$ cat src/rtl/id_npc_ctrl_if.sv
// rtl/id_npc_ctrl_if.sv - ID-stage resolution inputs and fetch-side outputs of the next-PC controller
interface id_npc_ctrl_if #(
    parameter int CNT_W = 16
);
    logic             stall;
    logic             id_valid;
    logic [2:0]       id_br_type;
    logic [31:0]      id_pc;
    logic [31:0]      id_imm;
    logic [31:0]      id_rs1;
    logic [1:0]       branch;
    logic [31:0]      pc;
    logic             fetch_valid;
    logic             if_id_flush;
    logic             exc;
    logic [31:0]      epc;
    logic [CNT_W-1:0] redir_cnt;

    modport master (
        output stall, id_valid, id_br_type, id_pc, id_imm, id_rs1, branch,
        input  pc, fetch_valid, if_id_flush, exc, epc, redir_cnt
    );

    modport slave (
        input  stall, id_valid, id_br_type, id_pc, id_imm, id_rs1, branch,
        output pc, fetch_valid, if_id_flush, exc, epc, redir_cnt
    );
endinterface

$ cat src/rtl/id_npc_ctrl.sv
// rtl/id_npc_ctrl.sv - fetch PC register, branch/jump resolution, redirect flush and misaligned-target trap
module id_npc_ctrl #(
    parameter logic [31:0] RESET_PC = 32'h0000_0000,
    parameter logic [31:0] TRAP_VEC = 32'h0000_0100,
    parameter int          CNT_W    = 16
) (
    input  logic         clk,
    input  logic         rst_n,
    id_npc_ctrl_if.slave bus
);
    typedef enum logic [1:0] {BOOT, RUN, TRAP} state_t;

    localparam logic [1:0] CMP_EQ = 2'b00;
    localparam logic [1:0] CMP_LT = 2'b01;

    state_t           r_state, w_state_nxt;
    logic [31:0]      r_pc, w_pc_nxt;
    logic [31:0]      r_epc, w_epc_nxt;
    logic [CNT_W-1:0] r_cnt, w_cnt_nxt;
    logic             w_taken;
    logic [31:0]      w_target;
    logic [31:0]      w_jalr_sum;
    logic             w_flush;
    logic             w_exc;

    always_ff @(posedge clk or negedge rst_n) begin
        if (!rst_n) begin
            r_state <= BOOT;
            r_pc    <= RESET_PC;
            r_epc   <= 32'h0;
            r_cnt   <= '0;
        end else begin
            r_state <= w_state_nxt;
            r_pc    <= w_pc_nxt;
            r_epc   <= w_epc_nxt;
            r_cnt   <= w_cnt_nxt;
        end
    end

    // Compare code 2'b11 matches neither EQ nor LT, so BNE/BGE see it as taken.
    always_comb begin
        w_taken    = 1'b0;
        w_jalr_sum = bus.id_rs1 + bus.id_imm;
        w_target   = bus.id_pc + bus.id_imm;
        case (bus.id_br_type)
            3'd1:    w_taken = (bus.branch == CMP_EQ);
            3'd2:    w_taken = (bus.branch != CMP_EQ);
            3'd3:    w_taken = (bus.branch == CMP_LT);
            3'd4:    w_taken = (bus.branch != CMP_LT);
            3'd5:    w_taken = 1'b1;
            3'd6: begin
                w_taken  = 1'b1;
                w_target = {w_jalr_sum[31:1], 1'b0};
            end
            default: w_taken = 1'b0;
        endcase
    end

    always_comb begin
        w_state_nxt = r_state;
        w_pc_nxt    = r_pc;
        w_epc_nxt   = r_epc;
        w_cnt_nxt   = r_cnt;
        w_flush     = 1'b0;
        w_exc       = 1'b0;
        case (r_state)
            BOOT: w_state_nxt = RUN;
            RUN: begin
                if (!bus.stall) begin
                    if (bus.id_valid && w_taken) begin
                        w_flush = 1'b1;
                        if (w_target[1:0] == 2'b00) begin
                            w_pc_nxt  = w_target;
                            w_cnt_nxt = r_cnt + 1'b1;
                        end else begin
                            w_exc       = 1'b1;
                            w_epc_nxt   = bus.id_pc;
                            w_pc_nxt    = TRAP_VEC;
                            w_state_nxt = TRAP;
                        end
                    end else begin
                        w_pc_nxt = r_pc + 32'd4;
                    end
                end
            end
            TRAP: begin
                // The vector itself is fetched this cycle; continue sequentially after it.
                if (!bus.stall) begin
                    w_pc_nxt    = r_pc + 32'd4;
                    w_state_nxt = RUN;
                end
            end
            default: w_state_nxt = BOOT;
        endcase
    end

    assign bus.pc          = r_pc;
    assign bus.fetch_valid = (r_state != BOOT);
    assign bus.if_id_flush = w_flush;
    assign bus.exc         = w_exc;
    assign bus.epc         = r_epc;
    assign bus.redir_cnt   = r_cnt;
endmodule

$ cat src/flat_wrapper.sv
// flat-port wrapper written by rule: the top's interface ports become plain ports
module id_npc_ctrl_flat 
#(
    parameter logic [31:0] RESET_PC = 32'h0000_0000,
    parameter logic [31:0] TRAP_VEC = 32'h0000_0100,
    parameter int          CNT_W    = 16
)
  (clk, rst_n, bus_stall, bus_id_valid, bus_id_br_type, bus_id_pc, bus_id_imm, bus_id_rs1, bus_branch, bus_pc, bus_fetch_valid, bus_if_id_flush, bus_exc, bus_epc, bus_redir_cnt);
  id_npc_ctrl_if #(.CNT_W(CNT_W)) bus_i ();
  input  logic clk;
  input  logic rst_n;
  input wire logic [$bits(bus_i.stall)-1:0] bus_stall;
  input wire logic [$bits(bus_i.id_valid)-1:0] bus_id_valid;
  input wire logic [$bits(bus_i.id_br_type)-1:0] bus_id_br_type;
  input wire logic [$bits(bus_i.id_pc)-1:0] bus_id_pc;
  input wire logic [$bits(bus_i.id_imm)-1:0] bus_id_imm;
  input wire logic [$bits(bus_i.id_rs1)-1:0] bus_id_rs1;
  input wire logic [$bits(bus_i.branch)-1:0] bus_branch;
  output wire logic [$bits(bus_i.pc)-1:0] bus_pc;
  output wire logic [$bits(bus_i.fetch_valid)-1:0] bus_fetch_valid;
  output wire logic [$bits(bus_i.if_id_flush)-1:0] bus_if_id_flush;
  output wire logic [$bits(bus_i.exc)-1:0] bus_exc;
  output wire logic [$bits(bus_i.epc)-1:0] bus_epc;
  output wire logic [$bits(bus_i.redir_cnt)-1:0] bus_redir_cnt;
  assign bus_i.stall = bus_stall;
  assign bus_i.id_valid = bus_id_valid;
  assign bus_i.id_br_type = bus_id_br_type;
  assign bus_i.id_pc = bus_id_pc;
  assign bus_i.id_imm = bus_id_imm;
  assign bus_i.id_rs1 = bus_id_rs1;
  assign bus_i.branch = bus_branch;
  assign bus_pc = bus_i.pc;
  assign bus_fetch_valid = bus_i.fetch_valid;
  assign bus_if_id_flush = bus_i.if_id_flush;
  assign bus_exc = bus_i.exc;
  assign bus_epc = bus_i.epc;
  assign bus_redir_cnt = bus_i.redir_cnt;
  id_npc_ctrl #(.RESET_PC(RESET_PC), .TRAP_VEC(TRAP_VEC), .CNT_W(CNT_W)) u_core (.clk(clk), .rst_n(rst_n), .bus(bus_i));
endmodule
$ cat config.mk
export PLATFORM = sky130hd
export DESIGN_NAME = id_npc_ctrl_flat
export DESIGN_NICKNAME = d
export VERILOG_FILES = /design/src/rtl/id_npc_ctrl_if.sv /design/src/rtl/id_npc_ctrl.sv /design/src/flat_wrapper.sv
export SDC_FILE = /design/constraint.sdc
export NUM_CORES = 1
export LEC_CHECK = 0
export BUFFER_PORTS_ARGS = -buffer_cell sky130_fd_sc_hd__buf_2
export CAP_MARGIN = 20
export CELL_PAD_IN_SITES_DETAIL_PLACEMENT = 0
export CELL_PAD_IN_SITES_GLOBAL_PLACEMENT = 2
export CORE_UTILIZATION = 34
export DETAILED_ROUTE_END_ITERATION = 8
export GPL_ROUTABILITY_DRIVEN = 0
export PLACE_DENSITY_LB_ADDON = 0.1
export REMOVE_ABC_BUFFERS = 1
export SYNTH_ARGS = -nofsm -noshare
export SYNTH_HDL_FRONTEND = slang
export SYNTH_SLANG_ARGS = --single-unit
export TNS_END_PERCENT = 1
$ cat constraint.sdc
create_clock -name clk -period 3.7 [get_ports clk]
set_input_delay 0.185 -clock clk [delete_from_list [all_inputs] [get_ports clk]]
set_output_delay 0.185 -clock clk [all_outputs]
set_load 0.01 [all_outputs]
==> flow_summary_export.csv <==
group,metric,value,unit
critical_path,end_kind,"register",
sta,skew,7.33,ps
critical_path,crit_path_start,"bus_id_imm[0]",
sta,fin_ws,961,ps
synth,ys_types,75,
synth,synthCells,873,
synth,yosysSeqAreaShare,0.280,
floorplan,initial_core_util,0.347,
placement,dp_slack,480,ps
finish,area_delta_synth_final,22.6,%
synth,yosys.cell_count.top_type,"nand2_1",
sta,max_slew_margin,0.481,
power,p_leak,4.20,nW
power,seqPwrFrac,0.343,
finish,fin_util,0.426,
critical_path,worstPathRequired,3990,ps
floorplan,die-area,22100,um2
placement,numPortBuffers,187,
critical_path,rrSetupSlack,1080,ps
synth,avgSynthCellArea,8.39,um2
finish,insertedDiodeCount,0,
sta,period_needed,2740,ps
detailed_routing,ant_nets,0,
detailed_routing,vias_per_cell,5.44,
synth,synth_top_area_cell,"dfrtp_1",
outcome,status,"complete, no violations",
sta,post-route-period-util,0.740,
global_routing,grt_pass1_vias,7108,
finish,drive_gt1_frac,0.258,
floorplan,die_w,149,um
power,vdd_drop_max,0.000200,V
clock_network,cts_tree,"done",
sta,finalSetupViolations,0,
critical_path,path_class,"primary input to register",
power,pwr-share-comb,0.389,
detailed_routing,wl_per_cell,18.5,um
clock_network,cts_resized,0,
power,internal-power,2.43,mW
critical_path,cp.buffers_inverters,3,
clock_network,post-cts-setup-buffers,0,
synth,synth_flop_cell,"dfrtp_1",
clock_network,postCtsHoldBufs,1,
detailed_routing,vias,7290,
sta,hold_violations,0,
clock_network,clkLatencyLatePin,350,ps
critical_path,endpoint,"u_core.bus.pc[24]",
global_routing,antenna_found_initial,0,
critical_path,cp_top_family,"compound AO/OA/AOI/OAI gates",
sta,tns,0,ps
critical_path,cp_cell_sequence,"buf_2, ha_1, inv_1, fa_1, nand2b_1, a21oi_1, o311ai_1, buf_4, a211o_1, o31ai_1, a31oi_1, xnor2_1, a21oi_1, a21oi_1",
power,power_frac_clock,0.268,
synth,synth.top_cell.area_share,0.280,
sta,slew_viol_final,0,
global_routing,grt_max_degree,56,
floorplan,core-area,21100,um2
power,p_sw_frac,0.387,
global_routing,grt_pass1_wl,39000,um
worst_hold_path,hp-class,"primary input to register",
critical_path,start_kind,"primary input",
floorplan,io_pins,188,
global_routing,grt_overflow,0,
detailed_routing,drc,0,
synth,synthTopCellsByArea,"dfrtp_1 28%, ha_1 11%, a21oi_1 5.5%, mux2_2 4.9%, o21ai_0 4.6%",
floorplan,die_y,149,um
sta,rsz0062_at_grt,"false",
synth,yosysWarnings,0,
clock_network,clkSlewWorstSetupHoldPaths,70,ps
synth,synth_seq_cells,82,
sta,max_slew.worst_pin.slew,779,ps
detailed_routing,wl,24800,um
synth,netlist_area,7320,um2
power,power_density,442,nW/um2
critical_path,crit_cells,14,
critical_path,regToRegEndpoint,"u_core.bus.pc[28]",
critical_path,cpMaxStageDelayCell,"fa_1",
critical_path,worst_r2r_path_depth,9,
clock_network,htreeDepth,3,
critical_path,arrival,3020,ps
critical_path,cp_common_cell,"a21oi_1",
synth,synth_edf_count,0,
critical_path,worst-path-max-fanout,3,
placement,dp_hpwl,19500,um
global_routing,grt_usage,0.228,
floorplan,num_rows,53,
clock_network,clockRootBuffer,"clkbuf_16",
clock_network,numCtsBuffers,9,
clock_network,clock_sinks,82,
critical_path,reg2reg_from,"u_core.bus.pc[2]",
sta,fmax,0.365,GHz
detailed_routing,drt_iter0_markers,371,
synth,synth_common_cells,"84 x nand2_1, 82 x dfrtp_1, 80 x a21oi_1, 68 x o21ai_0",
clock_network,cts_max_path_buffers,2,
run,maxCapViolations,0,
synth,synthArstFlopShare,1.00,
power,power_switching,1.54,mW
detailed_routing,dr.pass1.iters,7,
finish,nets,1231,
critical_path,cp_slowest_stage_delay,380,ps
area by class of cell:
| cell class | instances | area (um2) |
|---|---|---|
| Clock buffer | 9 | 225 |
| Clock inverter | 7 | 106 |
| Fill cell | 2208 | 12100 |
| Inverter | 25 | 93.8 |
| Multi-Input combinational cell | 739 | 5060 |
| Sequential cell | 82 | 2050 |
| Tap cell | 275 | 344 |
| Timing Repair Buffer | 204 | 1090 |
stage by stage:
| step | std cells | hold WS [ps] | area (um2) | power (mW) |
|---|---|---|---|---|
| after floorplan | 846 | -111 | 7200 | 2.27 |
| after global placement | 1323 | 315 | 8610 | 2.92 |
| after detailed placement | 1323 | 319 | 8610 | 2.92 |
| after CTS | 1340 | 63.7 | 8950 | 4.00 |
| after global routing | 1341 | 76.0 | 8970 | 4.24 |
| final | 1341 | 74.4 | 8970 | 3.97 |
power by group through the flow:
stage                     logic (mW)  clock network (mW)  registers, mW
final                           1.55                1.06           1.36
after global routing            1.71                1.12           1.41
after CTS                       1.55                1.09           1.36
after detailed placement        1.55                   0           1.38
after global placement          1.54                   0           1.38
after floorplan                0.814                   0           1.46
per-layer routing:
layer	up-vias	global-route usage	wire [um]	share of wire
met2	171	0.361	11000	0.44
met4	0	0.0638	393	0.016
li1	3630	-	-	-
met5	-	0	0	0
met1	3467	0.326	12500	0.50
met3	22	0.0260	903	0.036
registers in the layout, summed over array words and instances (netlist names):
signal                cells
u_core.bus.pc            32
u_core.bus.epc           32
u_core.bus.redir_cnt     16
u_core.r_state            2
cells in the final DEF, fill, tap and decap left out, types with 9 or more instances in the layout:
cell type and n:
a21o_1 30, a21oi_1 80, a31oi_1 11, and3_1 9
buf_2 186, buf_4 16, clkbuf_16 9, dfrtp_1 82
ha_1 63, inv_1 25, mux2_2 32, nand2_1 84
nand2b_1 11, nand3_1 35, nor2_1 62, nor3_1 23
o21a_1 10, o21ai_0 68, xnor2_1 34, xor2_1 32
cells by family after synthesis:
group	synth area share
compound gates	0.248
xor+xnor	0.0789
fa+ha+maj	0.113
buf+inv	0.0290
flops	0.280
mux	0.0533
simple gates	0.197
worst min path at each step:
stage	cells past startpoint	to	from
CTS	2	u_core.r_state[0]	bus_stall
detailed placement	1	u_core.bus.epc[3]	rst_n
floorplan	0	u_core.bus.epc[0]	rst_n
global route	2	u_core.bus.epc[7]	bus_id_pc[7]
global placement	1	u_core.bus.epc[3]	rst_n
finish	2	u_core.bus.epc[8]	bus_id_pc[8]
Note: power is estimated with default switching activity, not from simulation.
